**src/rtl/rr_sel_arbiter.sv**
```systemverilog
// rr_sel_arbiter: round-robin owner selection for an 8-way decoded resource.
// One requester owns the resource at a time; it keeps the grant until it pulses
// done or drops its request. The scan for the next owner starts one past the
// previous owner, so every active requester is served in turn, and an IDLE
// cycle with no grant always separates two owners.
//
// Optional feature (macro RR_SEL_ARBITER_TIMEOUT_EN): a hold counter force-
// releases a grant after MAX_HOLD busy cycles and pulses timeout for one cycle.
// With the macro undefined no counter exists and timeout is tied low.
//
// state   | meaning
// --------+----------------------------------------------------------
// ST_IDLE | no owner; arbitrate among req on the next edge
// ST_BUSY | sel/grant held for the owner until done, drop or expiry

module rr_sel_arbiter #(
    parameter int unsigned MAX_HOLD = 16
) (
    input  logic       sys_clk,
    input  logic       sys_rst_n,
    input  logic [7:0] req,
    input  logic       done,
    output logic [2:0] sel,
    output logic [7:0] grant,
    output logic       gnt_valid,
    output logic       timeout
);

    typedef enum logic {
        ST_IDLE,
        ST_BUSY
    } state_t;

    state_t     state_q;
    logic [2:0] sel_q;
    logic [2:0] last_ptr_q;
    logic [7:0] grant_q;
    logic       valid_q;

    logic [2:0] win_d;
    logic       win_found;
    logic [2:0] scan_idx;
    logic       rel_norm;
    logic       expire;

    // Out-of-range hold limits are rejected at elaboration.
    if (MAX_HOLD < 2 || MAX_HOLD > 256) begin : g_bad_max_hold
        $error("rr_sel_arbiter: MAX_HOLD must be in 2..256");
    end

    // Winner search: first set request starting one past the last owner,
    // wrapping naturally in 3 bits; the last owner itself is checked last.
    always_comb begin
        win_d     = 3'd0;
        win_found = 1'b0;
        scan_idx  = 3'd0;
        for (int i = 1; i <= 8; i++) begin
            scan_idx = last_ptr_q + 3'(i);
            if (!win_found && req[scan_idx]) begin
                win_d     = scan_idx;
                win_found = 1'b1;
            end
        end
    end

    // Release by the owner: explicit done or withdrawal of its own request.
    assign rel_norm = done || !req[sel_q];

`ifdef RR_SEL_ARBITER_TIMEOUT_EN
    localparam int unsigned CW = $clog2(MAX_HOLD);

    logic [CW-1:0] hold_q;
    logic          timeout_q;

    // hold_q counts completed busy cycles; the last one reaches MAX_HOLD-1.
    assign expire  = (hold_q == CW'(MAX_HOLD - 1));
    assign timeout = timeout_q;
`else
    assign expire  = 1'b0;
    assign timeout = 1'b0;
`endif

    // Arbiter FSM with all outputs registered.
    always_ff @(posedge sys_clk or negedge sys_rst_n) begin
        if (!sys_rst_n) begin
            state_q    <= ST_IDLE;
            sel_q      <= 3'd0;
            last_ptr_q <= 3'd7;
            grant_q    <= 8'h00;
            valid_q    <= 1'b0;
`ifdef RR_SEL_ARBITER_TIMEOUT_EN
            hold_q     <= '0;
            timeout_q  <= 1'b0;
`endif
        end else begin
            case (state_q)
                ST_IDLE: begin
`ifdef RR_SEL_ARBITER_TIMEOUT_EN
                    timeout_q <= 1'b0;
`endif
                    if (win_found) begin
                        sel_q   <= win_d;
                        grant_q <= 8'd1 << win_d;
                        valid_q <= 1'b1;
                        state_q <= ST_BUSY;
`ifdef RR_SEL_ARBITER_TIMEOUT_EN
                        hold_q  <= '0;
`endif
                    end
                end
                ST_BUSY: begin
                    if (rel_norm || expire) begin
                        grant_q    <= 8'h00;
                        valid_q    <= 1'b0;
                        last_ptr_q <= sel_q;
                        state_q    <= ST_IDLE;
`ifdef RR_SEL_ARBITER_TIMEOUT_EN
                        // A release the owner asked for is never reported as a timeout.
                        timeout_q  <= expire && !rel_norm;
`endif
                    end else begin
`ifdef RR_SEL_ARBITER_TIMEOUT_EN
                        hold_q     <= hold_q + CW'(1);
`endif
                    end
                end
                default: begin
                    state_q <= ST_IDLE;
                end
            endcase
        end
    end

    assign sel       = sel_q;
    assign grant     = grant_q;
    assign gnt_valid = valid_q;

endmodule

```
**config.mk**
```make
export PLATFORM = sky130hd
export DESIGN_NAME = rr_sel_arbiter
export DESIGN_NICKNAME = d
export VERILOG_FILES = /design/src/rtl/rr_sel_arbiter.sv
export SDC_FILE = /design/constraint.sdc
export NUM_CORES = 1
export LEC_CHECK = 0
export BUFFER_PORTS_ARGS = -buffer_cell sky130_fd_sc_hd__buf_4
export CAP_MARGIN = 30
export CORE_MARGIN = 2
export CORE_UTILIZATION = 40
export DETAILED_ROUTE_END_ITERATION = 12
export MAX_ROUTING_LAYER = met4
export PLACE_DENSITY_LB_ADDON = 0.12
export SYNTH_ARGS = -nofsm -noshare
export SYNTH_HDL_FRONTEND = slang
export SYNTH_SLANG_ARGS = --single-unit
```
**constraint.sdc**
```tcl
create_clock -name sys_clk -period 4.41 [get_ports sys_clk]
set_input_delay 0.882 -clock sys_clk [delete_from_list [all_inputs] [get_ports sys_clk]]
set_output_delay 0.882 -clock sys_clk [all_outputs]
set_load 0.01 [all_outputs]
```
==> impl_summary.log, run 1 <==
[metrics] via count of the first global-routing pass: approximately 1400
[metrics] flip-flop and latch count after synthesis: 16
[metrics] clock insertion delay at the later pin of the skew report: about 0.24 ns
[metrics] area of the die: 4770 sq um
[metrics] cell at the root of the clock tree: sky130_fd_sc_hd__clkbuf_8
[metrics] asr flop ratio synth: 1.00
[metrics] Tightest Pin Transition: ~0.65 ns
[metrics] antenna violations before repair: 0
[metrics] fraction of layout cells with a size suffix above 1: 0.293
[metrics] Gate Count Post-Synth: ~180
[metrics] clock-pin slew reported for the worst setup and hold paths after clock tree synthesis: around 0.060 ns
[metrics] final-stage net count: 212
[metrics] vertical die dimension: approximately 69 microns
[metrics] sequential share of the synthesized area: 0.239
[metrics] highest-delay cell along the critical path: sky130_fd_sc_hd__dfstp_2
[metrics] routed wirelength normalized by instance count: about 17 microns
[metrics] Post-CTS Hold Fix Bufs: 0
[metrics] headroom to the max-slew limit: 0.566
[metrics] number of buffers inserted during clock tree synthesis: 3
[metrics] path class of the lowest-slack min-delay path: in2async
[metrics] number of distinct library cells after synthesis: between 40 and 50
[metrics] number of rows created at floorplan: 23
[metrics] Syn Std Cell Area: roughly 1700 sq um
[metrics] CP max FO: 22
[metrics] most area-consuming cells after synthesis: sky130_fd_sc_hd__dfrtp_1, sky130_fd_sc_hd__mux4_2, sky130_fd_sc_hd__mux2_2
[metrics] Area growth syn-to-layout: 13.5%
[metrics] type of the setup path with the least slack: reg2reg
[metrics] placeable core region: 4030 sq um
[metrics] number of warnings issued by yosys: 0
[metrics] drt total wl: around 4200 microns
[metrics] Top-Level Pins: 24
[metrics] half-perimeter wire length of the detailed placement result: about 3200 microns
[metrics] result of the run: completed
[metrics] final setup TNS: 0 ns
[metrics] Worst path most repeated cell: sky130_fd_sc_hd__nor2_1
[metrics] count of vias placed by the detailed router: 1490
[metrics] wire length of the first global-routing pass: between 7000 and 8000 microns
[metrics] Setup crit end kind: flip-flop
[metrics] arrival time worst endpoint: between 4 and 5 ns
[metrics] count of flip-flops with a built-in enable after synthesis: 0
[metrics] starting utilization of the core area: 0.420
[metrics] commonest register cell after synthesis: sky130_fd_sc_hd__dfrtp_1
[metrics] Clock Skews: around 0.0011 ns
[metrics] MaxCap Viol Count: 0
[metrics] Pre-antenna DRT Iters: 5
[metrics] number of port buffers: 22
[metrics] clock tree from TritonCTS: done
[metrics] post-synthesis net count: just under 200
[metrics] number of fillers in the final layout: 389
[metrics] maximum count of clock buffers along a single path: 2
[metrics] list of cells traversed by the critical path: inv_1 -> ha_1 -> mux2_2 -> mux4_2 -> nor2_1 -> nor2_1 -> o21a_1 -> a221oi_2 -> o32ai_1
[metrics] post-route clock period utilization: 0.899
[metrics] buffers inserted during post-CTS setup optimization: 0
[metrics] area leader, netlist: sky130_fd_sc_hd__dfrtp_1
[metrics] H-tree depth: 1
[metrics] total global-route track usage: 0.184
[metrics] Placer Congestion: between 0.8 and 0.9
[metrics] area share of the leading cell type in the synthesized netlist: 0.192
[metrics] maximum number of pins on one net before global-route repair: 23
[metrics] Startpoint Class: flip-flop
[metrics] delay contributed by the slowest stage of the critical path: 0.82 ns
[metrics] setup repair after global routing missed its margin: no
[metrics] Die X-Extent: approximately 70 microns
[metrics] Antenna diodes: 0
[metrics] sequential cell area: roughly 400 sq um
[metrics] mean post-synth cell area: about 9.4 sq um
[metrics] number of DRC markers in iteration 0: roughly 130
[metrics] sink count of the clock tree: 16
[metrics] time the worst path needs with I/O delays and setup: 3.97 ns
[metrics] area occupied by multi-input gates: 1180 sq um
[metrics] Max Fclk: 252 MHz
[metrics] overflow left after global routing: 0
[metrics] required time of the critical path: 4.51 ns
[metrics] number of instances resized during post-cts repair: 0
[metrics] Final setup violation count: 0
[metrics] post-detailed-route via-to-cell ratio: between 6 and 7
[metrics] Slew Limit Fails: 0
[metrics] DRC errors left: 0
[metrics] number of nets with antenna violations after routing: 0
[metrics] hold violation total from the final report: 0
-- final timing paths --
kind / startpoint / cells after the start / endpoint / slack (ns)
min: sys_rst_n / 1 / grant[6]$_DFFE_PN0P_ / 0.48
min reg2reg: gnt_valid$_DFFE_PN0P_ / 1 / gnt_valid$_DFFE_PN0P_ / 0.48
max: last_ptr_q[0]$_DFFE_PN1P_ / 9 / grant[7]$_DFFE_PN0P_ / 0.44
max in group asynchronous: sys_rst_n / 1 / last_ptr_q[2]$_DFFE_PN1P_ / 3.69
min in group sys_clk: gnt_valid$_DFFE_PN0P_ / 1 / gnt_valid$_DFFE_PN0P_ / 0.48
max reg2reg: last_ptr_q[0]$_DFFE_PN1P_ / 9 / grant[7]$_DFFE_PN0P_ / 0.44
-- state kept, by name (all words and copies together) (netlist names) --
register,count
state_q,1
grant,8
gnt_valid,1
last_ptr_q,3
sel,3
-- per-stage QoR --
step,util,hold slack [ns],instance area [sq um],cells,worst slack [ns]
floorplan,-,0.512,1690,181,1.04
global placement,0.463,0.481,1870,244,0.600
detailed placement,0.463,0.471,1870,244,0.520
CTS,0.477,0.485,1920,248,0.498
global route,0.477,0.484,1920,248,0.211
finish,0.477,0.480,1920,248,0.444
-- layout by cell type, fill, tap and decap left out, drive strengths merged, types with 4 or more instances in the layout --
| master | count |
|---|---|
| or2 | 4 |
| mux2 | 9 |
| nor2b | 4 |
| a32o | 4 |
| mux4 | 13 |
| inv | 13 |
| mux2i | 6 |
| o21ai | 10 |
| nor2 | 12 |
| a21oi | 12 |
| nand2b | 4 |
| dfrtp | 13 |
| nand3 | 7 |
| buf | 23 |
| clkbuf | 4 |
| o32ai | 4 |
| nand2 | 14 |
-- per-layer routing --
metal | vias to the layer above | wire length [microns] | global-route usage
met5 | - | 0 | -
met4 | 0 | 0 | 0.0174
met3 | 0 | 204 | 0.0263
met1 | 724 | 1950 | 0.264
li1 | 726 | - | -
met2 | 40 | 2010 | 0.288
-- cell usage after synthesis, drive strengths merged (6+ instances only) --
| library cell | instances |
|---|---|
| a21oi | 12 |
| inv | 13 |
| buf | 7 |
| mux4 | 13 |
| dfrtp | 13 |
| nor2 | 12 |
| mux2 | 9 |
| nand3 | 7 |
| o21ai | 10 |
| mux2i | 6 |
| nand2 | 14 |
-- logic make-up (layout without fill, tap and decap cells) --
family,after synthesis,after routing,share of synthesized area
flip-flops,16,16,0.239
buffers and inverters,23,40,0.0650
other,1,1,0.00222
XOR/XNOR,3,3,0.0155
AO/OA/AOI/OAI,53,53,0.228
AND/OR/NAND/NOR,55,55,0.163
adder cells (fa/ha/maj),2,2,0.0148
multiplexers,28,28,0.273
-- critical path, delay by kind of cell (launching register included) --
kind	cells	cell delay [ns]
multiplexers	2	0.92
AO/OA/AOI/OAI	3	0.92
flip-flops	1	0.82
adder cells (fa/ha/maj)	1	0.69
AND/OR/NAND/NOR	2	0.35
buffers and inverters	1	0.12
-- final cells by class --
| class | instances | area share |
|---|---|---|
| Multi-Input combinational cell | 142 | 0.613 |
| Sequential cell | 16 | 0.210 |
| Timing Repair Buffer | 23 | 0.0898 |
| Tap cell | 50 | 0.0326 |
| Clock buffer | 4 | 0.0286 |
| Inverter | 13 | 0.0254 |
Power of run 1 is left out: the tool's default activity adds up to more than one toggle a clock period on the data nets, which glitch-free logic cannot reach.
==> run 2: changes to the inputs <==
CORE_UTILIZATION = 58   (was 40)
MAX_ROUTING_LAYER = unset   (was met4)
==> impl_summary.log, run 2 (synthesis gave the netlist of run 1 again) <==
[metrics] result of the run: completed
[metrics] Clock Skews: about 0.008 ns
[metrics] post-route clock period utilization: 0.903
[metrics] H-tree depth: 1
[metrics] number of rows created at floorplan: 19
[metrics] setup repair after global routing missed its margin: no
[metrics] Startpoint Class: flip-flop
[metrics] path class of the lowest-slack min-delay path: in2async
[metrics] placeable core region: about 2800 sq um
[metrics] final-stage net count: 212
[metrics] Top-Level Pins: 24
[metrics] post-detailed-route via-to-cell ratio: 6.55
[metrics] buffers inserted during post-CTS setup optimization: 0
[metrics] via count of the first global-routing pass: 1436
[metrics] time the worst path needs with I/O delays and setup: roughly 4.0 ns
[metrics] reg2reg path depth: 9
[metrics] drt total wl: 4140 microns
[metrics] overflow left after global routing: 0
[metrics] Slew Limit Fails: 0
[metrics] type of the setup path with the least slack: reg2reg
[metrics] number of port buffers: 22
[metrics] Tightest Pin Transition: 0.631 ns
[metrics] Post-CTS Hold Fix Bufs: 0
[metrics] hold violation total from the final report: 0
[metrics] wire length of the first global-routing pass: 6930 microns
[metrics] Die X-Extent: 58.0 microns
[metrics] vertical die dimension: between 50 and 60 microns
[metrics] origin of the worst setup path: last_ptr_q[0]$_DFFE_PN1P_
[metrics] Max Fclk: between 200 and 300 MHz
[metrics] starting utilization of the core area: 0.614
[metrics] final setup TNS: 0 ns
[metrics] number of DRC markers in iteration 0: between 80 and 90
[metrics] clock tree from TritonCTS: done
[metrics] fraction of layout cells with a size suffix above 1: 0.293
[metrics] number of instances resized during post-cts repair: 0
[metrics] antenna violations before repair: 0
[metrics] clock insertion delay at the later pin of the skew report: 0.29 ns
[metrics] Placer Congestion: 0.894
[metrics] Final setup violation count: 0
[metrics] MaxCap Viol Count: 0
[metrics] endpoint of the worst-slack reg-to-reg timing path: grant[7]$_DFFE_PN0P_
[metrics] total global-route track usage: 0.270
[metrics] number of buffers inserted during clock tree synthesis: 3
[metrics] maximum number of pins on one net before global-route repair: 23
[metrics] sink count of the clock tree: 16
[metrics] WHS: 0.419 ns
[metrics] required time of the critical path: about 4.6 ns
[metrics] most used cells in the layout excluding fill and tap cells: sky130_fd_sc_hd__buf_4, sky130_fd_sc_hd__nand2_1, sky130_fd_sc_hd__inv_1, sky130_fd_sc_hd__dfrtp_1, sky130_fd_sc_hd__nor2_1
[metrics] placement-stage cell area: roughly 1800 sq um
[metrics] cell at the root of the clock tree: sky130_fd_sc_hd__clkbuf_4
[metrics] DRC errors left: 0
[metrics] Antenna diodes: 0
[metrics] Area growth syn-to-layout: 11.0%
[metrics] worst reg2reg setup slack: between 0.4 and 0.5 ns
[metrics] number of flip-flops in the largest register: 8
[metrics] arrival time worst endpoint: about 4.2 ns
[metrics] headroom to the max-slew limit: 0.576
[metrics] Setup crit end kind: flip-flop
[metrics] maximum count of clock buffers along a single path: 2
[metrics] CP max FO: 22
[metrics] Final Instance Area: between 1500 and 2000 sq um
[metrics] Reg2Reg Launch Point: last_ptr_q[0]$_DFFE_PN1P_
[metrics] half-perimeter wire length of the detailed placement result: around 3100 microns
[metrics] routed wirelength normalized by instance count: roughly 18 microns
[metrics] clock-pin slew reported for the worst setup and hold paths after clock tree synthesis: roughly 0.090 ns
[metrics] count of vias placed by the detailed router: 1500
[metrics] area of the die: approximately 3400 sq um
[metrics] number of nets with antenna violations after routing: 0
[metrics] leading cell type in the layout, fill and taps excluded: sky130_fd_sc_hd__buf_4
[metrics] Pre-antenna DRT Iters: 4
## run 2: changes by cell type in the layout (fill, tap and decap cells not counted)
cell	previous run	this run
sky130_fd_sc_hd__clkbuf_8	4	1
sky130_fd_sc_hd__clkbuf_4	0	3
## run 2: cell type report
type,instances,area (sq um)
Tap cell,31,38.8
Timing Repair Buffer,23,173
Inverter,13,48.8
Sequential cell,16,404
Multi-Input combinational cell,142,1180
Clock buffer,4,36.3
Fill cell,215,878
## run 2: how the worst max path moves through the flow
stage,cells after the start,slack (ns),to
floorplan,12,1.04,grant[4]$_DFFE_PN0P_
global placement,9,0.64,grant[4]$_DFFE_PN0P_
detailed placement,9,0.48,grant[4]$_DFFE_PN0P_
CTS,9,0.48,grant[4]$_DFFE_PN0P_
global route,9,0.20,grant[5]$_DFFE_PN0P_
finish,9,0.43,grant[7]$_DFFE_PN0P_
## run 2: per-layer routing
metal  GRT usage  vias up  wire length, microns
met3      0.0491        8                   277
met1       0.396      706                  1810
met2       0.422       63                  2010
li1            -      723                     -
met5           0        -                     0
met4      0.0598        0                    44
## run 2: through the flow
step                 util  setup WS (ns)  std cells
floorplan               -           1.04        181
global placement    0.668          0.637        225
detailed placement  0.668          0.485        225
CTS                 0.681          0.478        229
global route        0.681          0.205        229
finish              0.681          0.427        229
## run 2: critical path, stage by stage, from the launching register on
cell,delay [ns]
sky130_fd_sc_hd__dfstp_2,0.82
sky130_fd_sc_hd__inv_1,0.13
sky130_fd_sc_hd__ha_1,0.73
sky130_fd_sc_hd__mux4_1,0.51
sky130_fd_sc_hd__or2_2,0.35
sky130_fd_sc_hd__nor3_1,0.29
sky130_fd_sc_hd__o21ai_0,0.23
sky130_fd_sc_hd__o21ai_0,0.30
sky130_fd_sc_hd__o22ai_1,0.21
sky130_fd_sc_hd__o32ai_1,0.32
Power of run 2 is left out for the same reason.
